[config.mk]
export PLATFORM = sky130hd
export DESIGN_NAME = voice_mixer
export DESIGN_NICKNAME = d
export VERILOG_FILES = /design/src/rtl/voice_mixer_pkg.sv /design/src/rtl/voice_mixer_peak_meter.sv /design/src/rtl/voice_mixer.sv
export SDC_FILE = /design/constraint.sdc
export NUM_CORES = 1
export LEC_CHECK = 0
export BUFFER_PORTS_ARGS = -buffer_cell sky130_fd_sc_hd__buf_2
export CAP_MARGIN = 10
export CORE_MARGIN = 5
export CORE_UTILIZATION = 40
export CTS_BUF_LIST = sky130_fd_sc_hd__clkbuf_16
export DETAILED_ROUTE_END_ITERATION = 7
export PLACE_DENSITY = 0.65
export SLEW_MARGIN = 30
export SYNTH_ARGS = -nofsm -noshare
export SYNTH_HDL_FRONTEND = slang
export SYNTH_SLANG_ARGS = --single-unit
export TNS_END_PERCENT = 10
[constraint.sdc]
create_clock -name clock -period 3.05 [get_ports clock]
set_clock_uncertainty 0.1 [all_clocks]
set_input_delay 0.915 -clock clock [delete_from_list [all_inputs] [get_ports clock]]
set_output_delay 0.915 -clock clock [all_outputs]
set_load 0.1 [all_outputs]
[src/rtl/voice_mixer_pkg.sv]
// Shared audio constants and the mixer FSM state encoding.
// Combinational definitions only, so there is no latency.
// There is no flow control here; this file holds types only.
package voice_mixer_pkg;

  localparam int SAMPLE_W    = 4;
  localparam int ACC_W       = 6;   // four 4-bit voices sum to at most 60
  localparam int GAIN_W      = 3;
  localparam int SCALE_SHIFT = 4;

  typedef enum logic [1:0] {
    IDLE  = 2'd0,
    ACC   = 2'd1,
    SCALE = 2'd2,
    OUT   = 2'd3
  } mix_state_e;

endpackage

[src/rtl/voice_mixer_peak_meter.sv]
// Peak level follower with slow linear decay, for the VGA overlay meter.
// Latency: peak reflects an update one clock after the upd_i strobe.
// No backpressure: every upd_i strobe is consumed.
module voice_mixer_peak_meter #(
  parameter int SAMPLE_W   = 4,
  parameter int PEAK_DECAY = 1024
) (
  input  logic                clock,
  input  logic                reset,
  input  logic                upd_i,
  input  logic [SAMPLE_W-1:0] sample_i,
  output logic [SAMPLE_W-1:0] peak_o
);

  localparam int CNT_W = (PEAK_DECAY > 1) ? $clog2(PEAK_DECAY) : 1;
  localparam logic [CNT_W-1:0] CNT_LAST = CNT_W'(PEAK_DECAY - 1);

  logic [SAMPLE_W-1:0] peak_q, peak_d;
  logic [CNT_W-1:0]    cnt_q, cnt_d;

  // Next peak: jump up to any louder sample, otherwise fall one step per PEAK_DECAY samples.
  always_comb begin
    peak_d = peak_q;
    cnt_d  = cnt_q;
    if (upd_i) begin
      if (sample_i >= peak_q) begin
        peak_d = sample_i;
        cnt_d  = '0;
      end else if (cnt_q == CNT_LAST) begin
        // sample_i < peak_q here, so peak_q is at least 1; the guard is kept for clarity
        if (peak_q != '0) begin
          peak_d = peak_q - SAMPLE_W'(1);
        end
        cnt_d = '0;
      end else begin
        cnt_d = cnt_q + CNT_W'(1);
      end
    end
  end

  // Peak and decay counter state.
  always_ff @(posedge clock or negedge reset) begin
    if (!reset) begin
      peak_q <= '0;
      cnt_q  <= '0;
    end else begin
      peak_q <= peak_d;
      cnt_q  <= cnt_d;
    end
  end

  assign peak_o = peak_q;

endmodule

[src/rtl/voice_mixer.sv]
// Serial four-voice mixer with ramped master gain and saturation, feeding pwm4bit.
// Latency: a strobe in cycle t yields sample_valid in cycle t+6; busy is high for t+1..t+6.
// No backpressure: a strobe that arrives while busy is dropped.
module voice_mixer #(
  parameter int SAMPLE_W   = voice_mixer_pkg::SAMPLE_W,
  parameter int GAIN_W     = voice_mixer_pkg::GAIN_W,
  parameter int PEAK_DECAY = 1024
) (
  input  logic                clock,
  input  logic                reset,
  input  logic                sample_ena,
  input  logic [SAMPLE_W-1:0] s1,
  input  logic [SAMPLE_W-1:0] s2,
  input  logic [SAMPLE_W-1:0] s3,
  input  logic [SAMPLE_W-1:0] s4,
  input  logic [3:0]          voice_mask,
  input  logic [GAIN_W-1:0]   gain,
  output logic [SAMPLE_W-1:0] sample,
  output logic                sample_valid,
  output logic                busy,
  output logic                clip,
  output logic [SAMPLE_W-1:0] peak
);

  import voice_mixer_pkg::*;

  localparam int PROD_W   = ACC_W + GAIN_W;
  localparam int SCALED_W = PROD_W - SCALE_SHIFT;
  localparam logic [SCALED_W-1:0] SAMPLE_MAX = SCALED_W'((1 << SAMPLE_W) - 1);

  mix_state_e                    state_q, state_d;
  logic [1:0]                    idx_q, idx_d;
  logic [ACC_W-1:0]              acc_q, acc_d;
  logic [3:0][SAMPLE_W-1:0]      voice_q, voice_d;
  logic [3:0]                    mask_q, mask_d;
  logic [GAIN_W-1:0]             cur_gain_q, cur_gain_d;
  logic [SAMPLE_W-1:0]           sample_q, sample_d;
  logic                          valid_q, valid_d;
  logic                          clip_q, clip_d;

  logic [ACC_W-1:0]              addend;
  logic [PROD_W-1:0]             prod;
  logic [SCALED_W-1:0]           scaled;
  logic                          sat;
  logic [SAMPLE_W-1:0]           result;

  // Datapath for the current voice and for the gain scaling of the finished sum.
  always_comb begin
    addend = mask_q[idx_q] ? ACC_W'(voice_q[idx_q]) : '0;
    prod   = PROD_W'(acc_q) * PROD_W'(cur_gain_q);
    scaled = SCALED_W'(prod >> SCALE_SHIFT);
    sat    = (scaled > SAMPLE_MAX);
    result = sat ? '1 : scaled[SAMPLE_W-1:0];
  end

  // Mix sequencer: latch on strobe, accumulate one voice per clock, scale, publish, ramp gain.
  always_comb begin
    state_d    = state_q;
    idx_d      = idx_q;
    acc_d      = acc_q;
    voice_d    = voice_q;
    mask_d     = mask_q;
    cur_gain_d = cur_gain_q;
    sample_d   = sample_q;
    valid_d    = 1'b0;
    clip_d     = clip_q;
    case (state_q)
      IDLE: begin
        if (sample_ena) begin
          voice_d = {s4, s3, s2, s1};
          mask_d  = voice_mask;
          acc_d   = '0;
          idx_d   = '0;
          state_d = ACC;
        end
      end
      ACC: begin
        acc_d = acc_q + addend;
        idx_d = idx_q + 2'd1;
        if (idx_q == 2'd3) begin
          state_d = SCALE;
        end
      end
      SCALE: begin
        // Registered here so the sample is visible during the OUT cycle.
        sample_d = result;
        clip_d   = sat;
        valid_d  = 1'b1;
        state_d  = OUT;
      end
      OUT: begin
        // One gain step per sample keeps volume changes click-free.
        if (cur_gain_q < gain) begin
          cur_gain_d = cur_gain_q + GAIN_W'(1);
        end else if (cur_gain_q > gain) begin
          cur_gain_d = cur_gain_q - GAIN_W'(1);
        end
        state_d = IDLE;
      end
      default: state_d = IDLE;
    endcase
  end

  // State registers; reset aborts any mix in progress.
  always_ff @(posedge clock or negedge reset) begin
    if (!reset) begin
      state_q    <= IDLE;
      idx_q      <= '0;
      acc_q      <= '0;
      voice_q    <= '0;
      mask_q     <= '0;
      cur_gain_q <= '0;
      sample_q   <= '0;
      valid_q    <= 1'b0;
      clip_q     <= 1'b0;
    end else begin
      state_q    <= state_d;
      idx_q      <= idx_d;
      acc_q      <= acc_d;
      voice_q    <= voice_d;
      mask_q     <= mask_d;
      cur_gain_q <= cur_gain_d;
      sample_q   <= sample_d;
      valid_q    <= valid_d;
      clip_q     <= clip_d;
    end
  end

  voice_mixer_peak_meter #(
    .SAMPLE_W   (SAMPLE_W),
    .PEAK_DECAY (PEAK_DECAY)
  ) u_peak (
    .clock    (clock),
    .reset    (reset),
    .upd_i    (state_q == OUT),
    .sample_i (sample_q),
    .peak_o   (peak)
  );

  assign sample       = sample_q;
  assign sample_valid = valid_q;
  assign busy         = (state_q != IDLE);
  assign clip         = clip_q;

endmodule

# Word-level counts from Yosys, hierarchy flattened
# Cells that the tools add are included.
classes:
  add_sub_neg: 6
  multipliers: 1
  magnitude_cmp: 5
  n_eq_ne: 7
  muxes: 21
  reduce_logical: 12
ops:
  columns: ["op", "n"]
  rows:
  - ["2-to-1 mux 4 bit", 6]
  - ["2-to-1 mux 10 bit", 2]
  - ["one-hot mux 6 bit (2 select lines)", 1]
  - ["adder 10 x 1 -> 10 bit, second input constant", 1]
  - ["== test 10 bit, second input constant", 1]
  - ["nonzero test 2 bit", 5]
  - ["multiplier 6 x 3 -> 9 bit", 1]
  - ["binary-select mux 4 bit (select 2 bit)", 1]
  - ["one-hot mux 2 bit (4 select lines)", 1]
  - ["AND reduction 2 bit", 4]
  - ["adder 6 x 4 -> 6 bit", 1]
  - ["== test 2 bit, second input constant", 3]
  - ["2-to-1 mux 2 bit", 3]
  - ["2-to-1 mux 3 bit", 2]
  - ["2-to-1 mux 6 bit", 1]
  - ["greater-than comparator 5 x 4 -> 1 bit, second input constant", 1]
  - ["greater-or-equal comparator 4 bit", 1]
  - ["!= test 2 bit, second input constant", 2]
  - ["one-hot mux 2 bit (2 select lines)", 1]
  - ["nonzero test 4 bit", 1]
  - ["subtractor 4 x 1 -> 4 bit, second input constant", 1]
  - ["adder 3 x 1 -> 3 bit, second input constant", 1]
  - ["greater-than comparator 3 bit", 1]
  - ["less-than comparator 2 x 3 -> 1 bit, second input constant", 1]
  - ["other kinds (8)", 9]
totals:
  regBits: 53
  in_bits: 26
  out_inout_bits: 11
  word_cells: 66

# Depth between registers and ports, before layout
logic_depth:
  word_depth: 5
  mapped_depth: 10
  mapped_depth_nobuf: 10

# Modules after synthesis
# From an unflattened synthesis, not the netlist that was laid out.
hier_totals:
  hier_cells: 311
  area_unflattened_um2: 3350.7
by_module_without_submodules:
  columns: ["mod", "n_inst", "cells_per_inst", "area_per_inst_um2", "seq_area_each_um2"]
  rows:
  - ["voice_mixer", 1, 208, 2416.1, 975.9]
  - ["voice_mixer_peak_meter", 1, 103, 934.6, 350.3]

# Worst setup path after synthesis
# OpenSTA, ideal clock, no wires.
synth_timing:
  kind: "reg-to-reg"
  from: "register idx_q[0]"
  to: "register acc_q[4]"
  setup_ns: 0.101
  arrival_ns: 2.628
  required_time_ns: 2.849
  path_slack_ns: 0.221
  stages_incl_launch_ff: 10
  n_path_buf: 1
  synth_period_minus_slack_ns: 2.829
  cell_sequence: "dfrtp_1 clkbuf_1 mux4_2 and2_1 ha_1 fa_1 a21o_1 a21oi_1 mux2i_1 nor4_1"
synth_between:
  elab_chain_len: 5
  word_cells_on_any_way: 7
  cone_classes: "add/sub: 1; mux: 6"
synth_rtl:
  columns: ["item", "line_no", "source"]
  rows:
  - ["from (decl)", "voice_mixer.sv:32", "logic [1:0] idx_q, idx_d;"]
  - ["from (signal assigned)", "voice_mixer.sv:118", "idx_q <= idx_d;"]
  - ["binary-select mux 4 bit (select 2 bit) or binary-select mux 1 bit (select 2 bit) (tied branches)", "voice_mixer.sv:49", "addend = mask_q[idx_q] ? ACC_W'(voice_q[idx_q]) : '0;"]
  - ["2-to-1 mux 4 bit (not written as such) or 2-to-1 mux 1 bit (tied branches)", "voice_mixer.sv:49", null]
  - ["2-to-1 mux 4 bit (*)", "voice_mixer.sv:49", null]
  - ["adder 6 x 4 -> 6 bit (*)", "voice_mixer.sv:78", "acc_d = acc_q + addend;"]
  - ["one-hot mux 6 bit (2 select lines) (*)", "voice_mixer.sv:67", "case (state_q)"]
  - ["to (signal assigned)", "voice_mixer.sv:109", "acc_q <= '0;"]
  - ["to (signal assigned)", "voice_mixer.sv:119", "acc_q <= acc_d;"]
  - ["to (decl)", "voice_mixer.sv:33", "logic [ACC_W-1:0] acc_q, acc_d;"]
# Every way passes the cells marked *; elsewhere a longest branch is shown, timed or not. The select of a mux whose other input is x is not followed.
# A chain may end at the register's enable or synchronous reset.

# Final worst setup path
layout_timing:
  from: "register state_q[0]"
  to: "output busy"
layout_between:
  elab_chain_len: 1
layout_rtl:
  columns: ["item", "line_no", "source"]
  rows:
  - ["from (decl)", "voice_mixer.sv:31", "mix_state_e state_q, state_d;"]
  - ["from (signal assigned)", "voice_mixer.sv:117", "state_q <= state_d;"]
  - ["nonzero test 2 bit", "voice_mixer.sv:142", "assign busy = (state_q != IDLE);"]
  - ["to (decl)", "voice_mixer.sv:20", "output logic busy,"]
# No other way between the ends.

==> key figures <==
Run status
  – Status: completed

Synthesis
  – Most numerous cell in the Yosys netlist: dfrtp_1
  – Netlist Area Pre-Place: 0.00329 mm2
  – Async SR Flop Fraction: 100%
  – Top post-synthesis cells by count: 53 x dfrtp_1, 25 x ha_1, 21 x mux2_2
  – YS warnings: 0
  – Seq cells post-synth: 53
  – Post-synthesis sequential area ratio: 40.4%
  – Syn_nets: 364
  – Top_reg_cell synth: dfrtp_1
  – Mapped Cells: between 300 and 400
  – Post-synth EDFFs: 0
  – Syn_area_per_cell: 10.7 um2
  – Synth area leader: dfrtp_1
  – Synth cell types: 49
  – Synth top area share: 40.4%
  – Synth area leaders: dfrtp_1 40%, ha_1 9.5%, mux2_2 7.2%

Critical path
  – Worst setup EP type: primary output
  – CP Cell Sequence: inv_1 -> ha_1 -> inv_1 -> buf_2
  – Top cell by count, worst path: inv_1
  – Worst Path Max Fanout: 10
  – CP Buf/Inv Count: 3
  – WP data required: 2030 ps
  – Startpoint types: flip-flop
  – Worst EP arrival: 1740 ps
  – Kind of critical path: reg -> out
  – Delay of the slowest critical-path stage: between 400 and 500 ps
  – Slowest CP cell: buf_2
  – CP delay by family, top: buffers and inverters

Placed design
  – Post-Place Cell Area: 0.00360 mm2
  – # port buffers: 36
  – DP HPWL: approximately 5.0 mm
  – Global placement routability congestion: approximately 0.8

Routing
  – WL per Instance: 14.6 um
  – Final ANT Viol Nets: 0
  – Metal2 WL: 3.10 mm
  – First-pass DRT Iterations: 4
  – Via density: 5.33
  – Metal-1 WL: approximately 3.1 mm
  – DR top layer: met4
  – DRC Markers: 0
  – Final WL: ~6.6 mm
  – Vias: 2405
  – Initial drt markers: 108
  – Met3 wire len: 334 um

GRT
  – Initial antenna violation count: 0
  – Total track usage: between 10% and 20%
  – GRT overflow: 0
  – Largest net degree at the start of global routing: 45
  – First-pass GRT wire length: ~12 mm
  – Vias in the first global route: 2607

Timing
  – Hold Vio Cnt, Final: 0
  – Unrepaired setup endpoints after global routing: no
  – Period utilization: around nine tenths
  – Fin. max-slew vios: 0
  – Achievable frequency: about 360 MHz
  – Final Critical Period: 2750 ps
  – Max-Slew Margin vs Limit: a little under three fifths
  – Finish-stage setup viols: 0
  – Measured slew at the worst slew-check pin: roughly 650 ps
  – Fin Setup TNS: 0 ps

CTS
  – Post_cts resized: 0
  – Clock transition at the registers of the reported paths: 70 ps
  – Root buffer cell: clkbuf_16
  – Clock Tree Buf Depth: 2
  – H-tree depth: 2
  – Post-CTS setup buffer count: 0
  – CTS Buf Count: 5
  – Sinks on Clock Net: 53
  – TritonCTS clock tree: built
  – Cts-stage hold buffer count: 0
  – Worst-skew pair later-pin latency: between 200 and 300 ps

Finish
  – Net count, final: 403
  – Cell area after layout: 0.00376 mm2
  – Antenna diodes: 0
  – Area grow syn2layout: 14.5%
  – Layout cell share with drive strength beyond 1: 23.7%

Floorplan
  – Die area: 0.0101 mm2
  – Row count: 33
  – I/O pin count: 37
  – Chip Height: 101 um
  – Initial Util: 40.6%
  – CORE AREA: slightly above 0.008 mm2
  – Die width: between 100 and 150 um

Hold path
  – Worst hold path type: in -> async

Job
  – Max-cap viol count: 0

Power
  – Max rail drop VDD: 445 uV
  – Leakage: 1.78 nW
  – Power Density: 1200 mW/mm2
==> worst reg2reg max path, cell delays in order, from the launching register on <==
cell and delay (ps):
dfrtp_1 480, and2_1 200, fa_1 470, ha_1 370, nand2_1 70, or3_1 350, a21boi_0 250, a21o_1 230
o22a_1 150
==> metrics by stage <==
stage / std cells / utilization [%] / power (mW) / hold WS (ps) / setup slack, ps
final: 451 / 46.5 / 4.51 / 374 / 298
after detailed placement: 444 / 44.5 / 3.91 / 364 / 162
after global routing: 451 / 46.5 / 4.89 / 381 / 58.8
after global placement: 444 / 44.5 / 3.80 / 361 / 246
after floorplan: 307 / - / 3.34 / 374 / 221
after CTS: 451 / 46.5 / 4.56 / 377 / 282
==> layer usage <==
metal | up-vias | GRT usage (%)
li1 | 1184 | -
met1 | 1164 | 18.4
met2 | 49 | 24.5
met3 | 8 | 3.60
met4 | 0 | 3.94
met5 | - | 0
==> cells in the final DEF, fill, tap and decap left out, types with 2 or more instances in the layout <==
master | netlist | layout
dfrtp_1 | 53 | 53
buf_2 | 0 | 36
ha_1 | 25 | 25
mux2_2 | 21 | 21
and2_1 | 18 | 18
inv_1 | 18 | 18
nor2_1 | 18 | 18
nand2_1 | 16 | 16
a21oi_1 | 14 | 14
o21ai_0 | 14 | 14
nand3_1 | 12 | 12
nor3_1 | 9 | 9
xnor2_1 | 7 | 7
buf_4 | 0 | 7
a21o_1 | 6 | 6
mux2i_1 | 6 | 6
fa_1 | 6 | 6
mux4_2 | 5 | 5
clkbuf_16 | 0 | 5
and4_1 | 4 | 4
xor2_1 | 4 | 4
nand4_1 | 3 | 3
a211oi_1 | 3 | 3
a32oi_1 | 3 | 3
o22a_1 | 3 | 3
nand3b_1 | 2 | 2
nor4_1 | 2 | 2
a32o_1 | 2 | 2
or4_1 | 2 | 2
==> flip-flops by register name (all words and copies together), names as in the netlist <==
register / flops
idx_q: 2
sample: 4
mask_q: 4
voice_q: 16
cur_gain_q: 3
u_peak.cnt_q: 10
u_peak.peak_o: 4
clip: 1
acc_q: 6
sample_valid: 1
state_q: 2
==> cells by family (layout without fill, tap and decap cells) <==
kind of cell / after synthesis / after routing / share of synthesized area [%]
multiplexers: 32 / 32 / 12.4
XOR/XNOR: 11 / 11 / 2.93
AND/OR/NAND/NOR: 94 / 94 / 15.4
flip-flops: 53 / 53 / 40.4
AO/OA/AOI/OAI: 57 / 57 / 12.1
buffers and inverters: 29 / 68 / 3.54
adder cells (fa/ha/maj): 31 / 31 / 13.2
==> path summary, 6_finish.rpt <==
path,from,cells after the start,slack [ps],endpoint
setup / recovery,state_q[0],4,300,busy
hold / removal,reset,1,370,u_peak.peak_o[2]
setup reg to reg,cur_gain_q[2],8,310,sample[0]
hold reg to reg,clip,1,380,clip
max in group asynchronous,reset,2,1660,mask_q[3]
min in group clock,clip,1,380,clip
==> power breakdown <==
part | switching (mW) | internal, mW
logic | 1.57 | 1.03
registers | 0.271 | 1.01
clock network | 0.250 | 0.382
==> cell type report <==
class	count	area [um2]
fill	787	4330
timing repair buffer	43	233
multi-input combinational	225	1840
inverter	18	67.6
sequential	53	1330
clock inverter	2	35.0
clock buffer	5	125
tap	105	131
(Power assumes the default switching activity.)
